## config.mk

```make
export PLATFORM = sky130hd
export DESIGN_NAME = alu_ctrl_dmem
export DESIGN_NICKNAME = d
export VERILOG_FILES = /design/src/rtl/isa_pkg.sv /design/src/rtl/alu_ctrl_dmem_alu8.sv /design/src/rtl/alu_ctrl_dmem.sv
export SDC_FILE = /design/constraint.sdc
export NUM_CORES = 2
export LEC_CHECK = 0
export BUFFER_PORTS_ARGS = -buffer_cell sky130_fd_sc_hd__buf_2
export CORE_UTILIZATION = 45
export CTS_BUF_LIST = sky130_fd_sc_hd__clkbuf_8
export DETAILED_ROUTE_END_ITERATION = 8
export PLACE_DENSITY = 0.69
export SLEW_MARGIN = 20
export SYNTH_ARGS = -nofsm -noshare
export SYNTH_HDL_FRONTEND = slang
export SYNTH_SLANG_ARGS = --single-unit
```

## constraint.sdc

```tcl
create_clock -name clk -period 3.6 [get_ports clk]
set_input_delay 0 -clock clk [delete_from_list [all_inputs] [get_ports clk]]
set_output_delay 0 -clock clk [all_outputs]
set_load 0.01 [all_outputs]
```

## src/rtl/isa_pkg.sv

```systemverilog
// -----------------------------------------------------------------------------
// isa_pkg
// Shared encodings for the 9-bit accumulator core: instruction type codes,
// per-type opcodes, instruction field positions, ALU operation codes and the
// write-back source select used by the execute stage.
// -----------------------------------------------------------------------------
package isa_pkg;

   // Instruction type, instr[8:7]
   typedef enum logic [1:0] {
      TYPE_R = 2'b00,
      TYPE_M = 2'b01,
      TYPE_B = 2'b10,
      TYPE_S = 2'b11
   } itype_e;

   // R-type op3
   localparam logic [2:0] OP_AND  = 3'b000;
   localparam logic [2:0] OP_OR   = 3'b001;
   localparam logic [2:0] OP_XOR  = 3'b010;
   localparam logic [2:0] OP_ADD  = 3'b011;
   localparam logic [2:0] OP_SUB  = 3'b100;
   localparam logic [2:0] OP_SLT  = 3'b101;
   localparam logic [2:0] OP_SLTE = 3'b110;
   localparam logic [2:0] OP_SEQ  = 3'b111;

   // M-type op3
   localparam logic [2:0] OP_SB   = 3'b000;
   localparam logic [2:0] OP_LB   = 3'b001;
   localparam logic [2:0] OP_LL   = 3'b010;
   localparam logic [2:0] OP_LL2  = 3'b011;
   localparam logic [2:0] OP_LIL  = 3'b100;
   localparam logic [2:0] OP_LIU  = 3'b101;
   localparam logic [2:0] OP_LLM  = 3'b110;
   localparam logic [2:0] OP_NOP  = 3'b111;

   // B-type op2
   localparam logic [1:0] OP_BEQ  = 2'b00;
   localparam logic [1:0] OP_BLT  = 2'b01;
   localparam logic [1:0] OP_BLTE = 2'b10;
   localparam logic [1:0] OP_BUN  = 2'b11;

   // S-type op2
   localparam logic [1:0] OP_LSL  = 2'b00;
   localparam logic [1:0] OP_LSR  = 2'b01;
   localparam logic [1:0] OP_BF   = 2'b10;
   localparam logic [1:0] OP_BB   = 2'b11;

   // Field bit positions
   localparam int TYPE_HI = 8, TYPE_LO = 7;
   localparam int OP3_HI  = 6, OP3_LO  = 4;
   localparam int OP2_HI  = 6, OP2_LO  = 5;
   localparam int D_HI    = 3, D_LO    = 2;
   localparam int S_HI    = 1, S_LO    = 0;
   localparam int IMM5_HI = 4, IMM5_LO = 0;
   localparam int IMM4_HI = 3, IMM4_LO = 0;
   localparam int SHD_HI  = 4, SHD_LO  = 3;
   localparam int SHA_HI  = 2, SHA_LO  = 1;

   // ALU operations; codes 0..7 match the R-type op3 values on purpose
   typedef enum logic [3:0] {
      ALU_AND  = 4'd0,
      ALU_OR   = 4'd1,
      ALU_XOR  = 4'd2,
      ALU_ADD  = 4'd3,
      ALU_SUB  = 4'd4,
      ALU_SLT  = 4'd5,
      ALU_SLTE = 4'd6,
      ALU_SEQ  = 4'd7,
      ALU_SLL  = 4'd8,
      ALU_SRL  = 4'd9
   } alu_op_e;

   // Write-back data source
   typedef enum logic [2:0] {
      WB_ALU,
      WB_MEM,
      WB_LUT,
      WB_LIL,
      WB_LIU
   } wb_sel_e;

endpackage

```

## src/rtl/alu_ctrl_dmem_alu8.sv

```systemverilog
// -----------------------------------------------------------------------------
// alu8
// Combinational 8-bit ALU. Unsigned compares, modulo-256 arithmetic,
// zero-filling shifts by the low SHAMT_W bits of b.
//   op     : ALU operation
//   a, b   : operands (a = rs, b = rt / shift amount)
//   result : ALU result
//   carry  : ADD carry-out or SUB borrow, 0 for every other op
//   eq, lt : a == b, a < b (unsigned), always valid
// -----------------------------------------------------------------------------
module alu8
   import isa_pkg::*;
#(
   parameter int SHAMT_W = 3
) (
   input  alu_op_e    op,
   input  logic [7:0] a,
   input  logic [7:0] b,
   output logic [7:0] result,
   output logic       carry,
   output logic       eq,
   output logic       lt
);

   always_comb begin
      // NOTE: every output gets a default first so no path through the case
      // leaves a value unassigned, which would infer a latch.
      result = '0;
      carry  = 1'b0;
      eq     = (a == b);
      lt     = (a < b);
      unique case (op)
         ALU_AND:  result = a & b;
         ALU_OR:   result = a | b;
         ALU_XOR:  result = a ^ b;
         ALU_ADD:  {carry, result} = {1'b0, a} + {1'b0, b};
         // Bit 8 of the 9-bit difference is the borrow (set when a < b)
         ALU_SUB:  {carry, result} = {1'b0, a} - {1'b0, b};
         ALU_SLT:  result = {7'd0, lt};
         ALU_SLTE: result = {7'd0, lt | eq};
         ALU_SEQ:  result = {7'd0, eq};
         ALU_SLL:  result = a << b[SHAMT_W-1:0];
         ALU_SRL:  result = a >> b[SHAMT_W-1:0];
         default:  result = '0;
      endcase
   end

endmodule

```

## src/rtl/alu_ctrl_dmem.sv

```systemverilog
// -----------------------------------------------------------------------------
// alu_ctrl_dmem
// Execute stage of the 9-bit accumulator core: instruction decode, ALU with a
// registered compare-flag pair, and a byte-wide data memory.
//   clk, reset            : clock, synchronous active-high reset
//   instr                 : current instruction
//   rs_data, rt_data      : register-file read data for rd_addr1 / rd_addr2
//   lut_value             : external LUT ROM data for lut_index
//   rd_addr1, rd_addr2    : register-file read addresses
//   reg_write, wb_addr,
//   wb_data               : register-file write port
//   lut_index             : LUT ROM index (branch target or LL/LL2 index)
//   branch_en, branch_back: PC load enable and backward-offset select
//   mem_write, mem_read   : store / load strobes
//   alu_result, carry     : raw ALU outputs
//   flag_eq, flag_lt      : registered compare flags
// -----------------------------------------------------------------------------
module alu_ctrl_dmem
   import isa_pkg::*;
#(
   parameter int DMEM_DEPTH = 256,
   parameter int SHAMT_W    = 3
) (
   input  logic       clk,
   input  logic       reset,
   input  logic [8:0] instr,
   input  logic [7:0] rs_data,
   input  logic [7:0] rt_data,
   input  logic [7:0] lut_value,
   output logic [1:0] rd_addr1,
   output logic [1:0] rd_addr2,
   output logic       reg_write,
   output logic [1:0] wb_addr,
   output logic [7:0] wb_data,
   output logic [4:0] lut_index,
   output logic       branch_en,
   output logic       branch_back,
   output logic       mem_write,
   output logic       mem_read,
   output logic [7:0] alu_result,
   output logic       carry,
   output logic       flag_eq,
   output logic       flag_lt
);

   itype_e     itype;
   logic [2:0] op3;
   logic [1:0] op2;
   logic [1:0] fld_d;
   logic [1:0] fld_s;
   logic [4:0] imm5;
   logic [3:0] imm4;

   alu_op_e    alu_op;
   wb_sel_e    wb_sel;
   logic       flag_we;
   logic       lut_we;
   logic       alu_eq;
   logic       alu_lt;
   logic [7:0] lut_reg;
   logic [7:0] mem [DMEM_DEPTH];

   assign itype = itype_e'(instr[TYPE_HI:TYPE_LO]);
   assign op3   = instr[OP3_HI:OP3_LO];
   assign op2   = instr[OP2_HI:OP2_LO];
   assign fld_d = instr[D_HI:D_LO];
   assign fld_s = instr[S_HI:S_LO];
   assign imm5  = instr[IMM5_HI:IMM5_LO];
   assign imm4  = instr[IMM4_HI:IMM4_LO];

   alu8 #(.SHAMT_W(SHAMT_W)) u_alu (
      .op     (alu_op),
      .a      (rs_data),
      .b      (rt_data),
      .result (alu_result),
      .carry  (carry),
      .eq     (alu_eq),
      .lt     (alu_lt)
   );

   // Decoder. The default ALU op is AND so carry reads 0 outside ADD/SUB.
   always_comb begin
      rd_addr1    = '0;
      rd_addr2    = '0;
      reg_write   = 1'b0;
      wb_addr     = '0;
      wb_sel      = WB_ALU;
      lut_index   = '0;
      branch_en   = 1'b0;
      branch_back = 1'b0;
      mem_write   = 1'b0;
      mem_read    = 1'b0;
      alu_op      = ALU_AND;
      flag_we     = 1'b0;
      lut_we      = 1'b0;
      unique case (itype)
         TYPE_R: begin
            rd_addr1  = fld_d;
            rd_addr2  = fld_s;
            reg_write = 1'b1;
            wb_addr   = fld_d;
            alu_op    = alu_op_e'({1'b0, op3});
            flag_we   = (op3 >= OP_SLT);
         end
         TYPE_M: begin
            rd_addr1 = fld_d;
            rd_addr2 = fld_s;
            unique case (op3)
               OP_SB:  mem_write = 1'b1;
               OP_LB: begin
                  reg_write = 1'b1;
                  wb_addr   = fld_d;
                  wb_sel    = WB_MEM;
                  mem_read  = 1'b1;
               end
               OP_LL: begin
                  lut_index = {1'b0, imm4};
                  lut_we    = 1'b1;
               end
               OP_LL2: begin
                  lut_index = {1'b1, imm4};
                  lut_we    = 1'b1;
               end
               OP_LIL, OP_LIU: begin
                  rd_addr1  = 2'd0;
                  reg_write = 1'b1;
                  wb_addr   = 2'd0;
                  wb_sel    = (op3 == OP_LIL) ? WB_LIL : WB_LIU;
               end
               OP_LLM: begin
                  reg_write = 1'b1;
                  wb_addr   = fld_d;
                  wb_sel    = WB_LUT;
               end
               default: ;  // NOP
            endcase
         end
         TYPE_B: begin
            lut_index = imm5;
            unique case (op2)
               OP_BEQ:  branch_en = flag_eq;
               OP_BLT:  branch_en = flag_lt;
               OP_BLTE: branch_en = flag_eq | flag_lt;
               default: branch_en = 1'b1;  // BUN
            endcase
         end
         default: begin  // TYPE_S
            unique case (op2)
               OP_LSL, OP_LSR: begin
                  rd_addr1  = instr[SHD_HI:SHD_LO];
                  rd_addr2  = instr[SHA_HI:SHA_LO];
                  reg_write = 1'b1;
                  wb_addr   = instr[SHD_HI:SHD_LO];
                  alu_op    = (op2 == OP_LSL) ? ALU_SLL : ALU_SRL;
               end
               default: begin  // BF / BB
                  branch_en   = 1'b1;
                  branch_back = (op2 == OP_BB);
                  lut_index   = imm5;
               end
            endcase
         end
      endcase
   end

   // Write-back mux kept apart from the decoder so the decode -> ALU -> mux
   // path is not a single block reading its own outputs.
   always_comb begin
      unique case (wb_sel)
         WB_MEM:  wb_data = mem[rt_data];  // read sees the pre-store byte
         WB_LUT:  wb_data = lut_reg;
         WB_LIL:  wb_data = {rs_data[7:4], imm4};
         WB_LIU:  wb_data = {imm4, rs_data[3:0]};
         default: wb_data = alu_result;
      endcase
   end

   // NOTE: sequential state uses non-blocking assignments so every register
   // samples pre-edge values regardless of statement order.
   always_ff @(posedge clk) begin
      if (reset) begin
         flag_eq <= 1'b0;
         flag_lt <= 1'b0;
         lut_reg <= '0;
         // NOTE: clearing the whole memory on reset forces it into flops;
         // an SRAM macro could not be reset this way.
         for (int i = 0; i < DMEM_DEPTH; i++) mem[i] <= '0;
      end else begin
         if (flag_we) begin
            flag_eq <= alu_eq;
            flag_lt <= alu_lt;
         end
         if (lut_we)    lut_reg <= lut_value;
         if (mem_write) mem[rs_data] <= rt_data;
      end
   end

endmodule

```

---- Yosys cells after proc, flatten, opt, wreduce, memory -nomap -nowiden ----
Memories as Yosys holds them, arrays and structs flattened.
Index checks and enable logic that the tools add are counted.
operators by class
  $add $sub $neg .......................... 2
  magnitude comparators ................... 2
  eq/ne operators ......................... 25
  shift operators ......................... 2
  multiplexer cells ....................... 42
  bitwise operators ....................... 5
  reductions and logical operators ........ 13
operator list
  cell                                                             count
  8-bit case mux with 10 select lines                              1
  8-bit case mux with 4 select lines                               1
  1-bit two-way mux                                                19
  4-bit by 3-bit == test with 1-bit output, second input constant  4
  8-bit two-way mux                                                2
  5-bit case mux with 3 select lines                               1
  3-bit by 2-bit == test with 1-bit output, second input constant  4
  3-bit == test, second input constant                             4
  2-bit case mux with 3 select lines                               2
  2-bit OR reduction                                               6
  5-bit case mux with 2 select lines                               1
  8-bit by 8-bit adder with 9-bit output                           1
  3-bit case mux with 3 select lines                               1
  8-bit by 8-bit subtractor with 9-bit output                      1
  8-bit AND                                                        1
  4-bit by 2-bit == test with 1-bit output, second input constant  2
  4-bit == test, second input constant                             2
  8-bit == test                                                    1
  8-bit < comparator                                               1
  2-bit two-way mux                                                4
  8-bit bitwise OR                                                 1
  4-bit case mux with 2 select lines                               1
  8-bit OR reduction                                               1
  8-bit by 3-bit left shift with 8-bit output                      1
  19 further kinds                                                 28
storage, ports and cells
  register bits ........................... 10
  bits in writable memories ............... 2048
  input bits .............................. 35
  output and inout port bits .............. 35
  word-level logic and storage cells ...... 95
  memories ................................ 1
memories
  name  depth  width  rd ports  clocked after memory_dff  write ports  line                 source
  mem   256    8      1         0                         256          alu_ctrl_dmem.sv:61  logic [7:0] mem [DMEM_DEPTH];

---- Longest topological paths before layout ----
  word-level depth ........................ 8
  gate-level depth with buffers ........... 15
  gate-level depth less buffers ........... 10

---- Hierarchy ----
Synthesis repeated with hierarchy kept, for this count alone.
second synthesis, totals
  cell total of the unflattened synthesis .. 7256
  area total of the unflattened synthesis .. 98603.3 µm²
by module, submodules not included
  module         instances  cells each  area an instance (µm²)  sequential area each (µm²)
  alu_ctrl_dmem  1          7040        96875.4                 61699.2
  alu8           1          216         1727.9                  0.0

---- Worst setup path before layout ----
Ideal clock, no wire load.
  path kind ............................... input -> output
  from .................................... input rt_data[2]
  to ...................................... output wb_data[0]
  arrival time ............................ 3316 ps
  required time ........................... 3600 ps
  slack ................................... 284 ps
  stages .................................. 14
  path buffers ............................ 6
  cells stage by stage .................... buf_2 inv_1 buf_2 buf_1 clkbuf_1 buf_1 ha_1 clkbuf_1 o21bai_1 a211oi_1 nor3_1 o311ai_0 nor2_1 a211oi_1
on the way
  cells in the longest elaborated chain, start to end .. 4
  elaborated cells between the ends (all ways) .. 8
  classes of those cells .................. order compare (1); eq/ne (1); shift (2); mux (2); bitwise (1); memory (1)
RTL lines
  what                                                 line                                                source
  from (decl)                                          alu_ctrl_dmem.sv:28                                 input logic [7:0] rt_data,
  8-bit < comparator or 8-bit == test (tied branches)  alu_ctrl_dmem_alu8.sv:31, alu_ctrl_dmem_alu8.sv:30
  1-bit bitwise OR                                     alu_ctrl_dmem_alu8.sv:40                            ALU_SLTE: result = {7'd0, lt | eq};
  8-bit case mux with 10 select lines (*)              alu_ctrl_dmem_alu8.sv:32                            unique case (op)
  via alu_result[0]                                    alu_ctrl_dmem.sv:40                                 output logic [7:0] alu_result,
  8-bit case mux with 4 select lines (*)               alu_ctrl_dmem.sv:169                                unique case (wb_sel)
  to (decl)                                            alu_ctrl_dmem.sv:34                                 output logic [7:0] wb_data,
The timed path passes the listed nets; every way through them passes the cells marked *.

---- Worst setup path after layout ----
  from .................................... input rt_data[1]
  to ...................................... output wb_data[0]
on the way
  cells in the longest elaborated chain, start to end .. 4
  elaborated cells between the ends (all ways) .. 8
  classes of those cells .................. order compare (1); eq/ne (1); shift (2); mux (2); bitwise (1); memory (1)
RTL lines
  what                                                 line
  8-bit < comparator or 8-bit == test (tied branches)  alu_ctrl_dmem_alu8.sv:31, alu_ctrl_dmem_alu8.sv:30
  1-bit bitwise OR                                     alu_ctrl_dmem_alu8.sv:40
  8-bit case mux with 10 select lines                  alu_ctrl_dmem_alu8.sv:32
  8-bit case mux with 4 select lines (*)               alu_ctrl_dmem.sv:169
Every way passes the cells marked *; elsewhere a longest branch is shown, timed or not.

==> results.cfg <==
[finish]
num-nets-final = 7226
mostFrequentLayoutCells = edfxtp_1 (2048), nor3_1 (2033), buf_4 (738)
layout_commonest_cell = edfxtp_1
largest_register_ffs = 2048
final_cells = 10200
synthesis_to_layout_area_growth_pct = 15.0
final_util = 0.522
post_route_cells_drive_above_1_share = 0.256

[setup_path]
ff2ff_path_depth = 4
timing_worst_setup_path_type = in2out
r2r_slack_ns = 2.18
worst-path-max-fanout = 56
worst-endpoint-required_ns = 3.60
start_kind = input pin
worst_setup_path_end_kind = output pin
critPathArrivalTime_ns = 3.84

[timing]
worst_slew_pin_slew_ns = 1.24
achievable-frequency_mhz = 260
worst_clock_skew_ns = 0
hold_viol_final = 0
setup_viol = 7
final-max-slew-violation-count = 0
fin_crit_ns = 3.84
fin_hold_ws_ns = 0.0813
timing.slew.headroom = 0.172
period_share = 1.07
setup_repair_after_global_routing_missed_its_margin = true
setup_ws_ns = -0.244

[pwr]
fin_total_pwr_w = 0.0519
p_leak_nw = 34.4
power.density_cell_area_mw_per_mm2 = 473
ir_worst_vdd_v = 0.000398

[floorplan]
die_width_um = 463
floorplan.rows = 168
fp.dieArea_mm2 = 0.214
chipHeight_um = 463
ios = 70
initial_utilization = 0.454
fp.coreArea_mm2 = 0.210

[clocking]
path_clk_slew_ns = 0.06
clock_path_buffers = 4
cts_buffer_count = 348
clk_latency_ns = 1.08
h-tree-depth = 5
cts.sinks = 2058
cts_tree = yes
cts.root.buffer_cell = clkbuf_8
cts.repair_timing.setup_buffer_count = 0

[min_path]
whs_path_depth = 4
hp-class = in2reg

[grt]
grt_pass1_wl_mm = 453
gr-total-overflow = 0
grt_start_max_net_pins = 155
number_of_global_route_vias_before_repair = 65700
global_route_usage_over_all_layers = 0.285
initial_antenna_violation_count = 14

[detailed_routing]
firstDrtPassIters = 7
drt_iter0_drc = 10400
detail_route.drc_violations = 0
routed_via_count_divided_by_cell_count = 6.61
wire_per_inst_um = 30.3
routed_wirelength_mm = 310
dr_total_vias = 67600
ant_nets = 0

[yosys]
syn-mean-instance-area_um2 = 14.0
ys_seq_elements = 2058
syn-cell-area_mm2 = 0.0954
synthDistinctLibCells = 80
syn_inst = 6809
mappedNetlistNets = 6871
synth_top_cells_by_area = edfxtp_1 (64%), mux4_2 (12%), nor3_1 (11%)
synth_edf_count = 2048
synth-async-reset-ratio = 0
synth_seq_area_share = 0.646
yosys_warnings = 0
synth_top_area_frac = 0.644
synth_area_leader_cell = edfxtp_1
yosys_most_used_dff = edfxtp_1

[run_status]
violations_in_the_final_reports = setup timing
run_status = complete, but fails checks

[flow_run]
cap_viol_max_count = 0

[placement]
dp_cells = 9561
finalWeightedCongestion = 0.974
port_buffers = 69
place_hpwl_mm = 197
## per-stage QoR
stage	setup WS [ns]	setup TNS (ns)	cell area [µm²]
after floorplan	0.284	0	95400
after global placement	-0.410	-0.952	103000
after detailed placement	-0.444	-1.06	103000
after CTS	-0.200	-0.630	110000
after global routing	-0.183	-0.632	110000
final	-0.244	-0.725	110000
## worst max-delay path, cell delays in order
cell           delay, ns
buf_8               0.23
inv_8               0.14
dlygate4sd3_1       0.74
buf_12              0.35
mux2i_1             0.23
a211oi_1            0.65
or4_4               0.26
nand4_1             0.35
a211oi_4            0.51
buf_2               0.21
## Yosys cell counts, types with 5 or more instances
master / number
edfxtp_1: 2048
nor3_1: 2033
clkbuf_1: 779
mux4_2: 495
o21ai_0: 283
nand2_1: 139
mux2i_1: 138
nor2_1: 87
buf_2: 63
a21oi_1: 61
a22oi_1: 52
o22ai_1: 48
nand3_1: 42
and2_1: 40
buf_6: 36
buf_1: 32
nor4_1: 30
a211oi_1: 29
o221ai_1: 28
a221oi_1: 26
ha_1: 25
inv_1: 23
nand4_1: 22
buf_4: 21
nor2b_1: 21
a22o_1: 17
nand2b_1: 12
dfxtp_1: 10
a31oi_1: 9
a311oi_1: 8
o21bai_1: 8
a2111oi_0: 7
mux2_2: 7
mux4_1: 7
o211ai_1: 7
or2_2: 7
a222oi_1: 6
and3_1: 6
o221a_2: 6
o31ai_1: 5
or3_1: 5
## logic make-up after synthesis
kind of cell | share of synthesized area
compound gates | 0.0437
simple gates | 0.128
xor+xnor | 0.0000918
mux | 0.134
flops | 0.646
buf+inv | 0.0435
fa+ha+maj | 0.00370
## final cells by class
class	count	area, µm²
fillers	17300	100000
flip-flops and latches	2058	61700
multi-input cells	3785	30400
repair buffers	943	8020
clock buffers	354	4870
well taps	2805	3510
clock inverters	240	1030
inverters	28	173
diodes	13	32.5
## metal layers
metal | part of all wire | vias to the layer above | global-route usage | wire length [µm]
li1 | - | 27700 | - | -
met1 | 0.36 | 33800 | 0.380 | 111000
met2 | 0.45 | 5141 | 0.428 | 140000
met3 | 0.14 | 888 | 0.0840 | 42900
met4 | 0.052 | 8 | 0.137 | 16200
met5 | 0.00015 | - | 0 | 48
## power breakdown
group          internal (W)  switching [W]
clock network       0.00921        0.00949
logic               0.00198        0.00341
registers            0.0275       0.000351
total                0.0387         0.0133
## what timing repair did
action	4_1_cts	5_1_grt
setup endpoints to repair	8	10
gates cloned	0	0
hold buffers	62	3
endpoints found under the hold margin	477	12
resized for setup	87	19
pin swaps	22	13
## path summary, 6_finish.rpt
check	from	endpoint
max	rt_data[1]	wb_data[0]
min	rt_data[0]	mem[93][0]
min reg2reg	lut_reg[5]	lut_reg[5]
max reg2reg	flag_lt	flag_lt
Power figures use the tool's default switching activity.
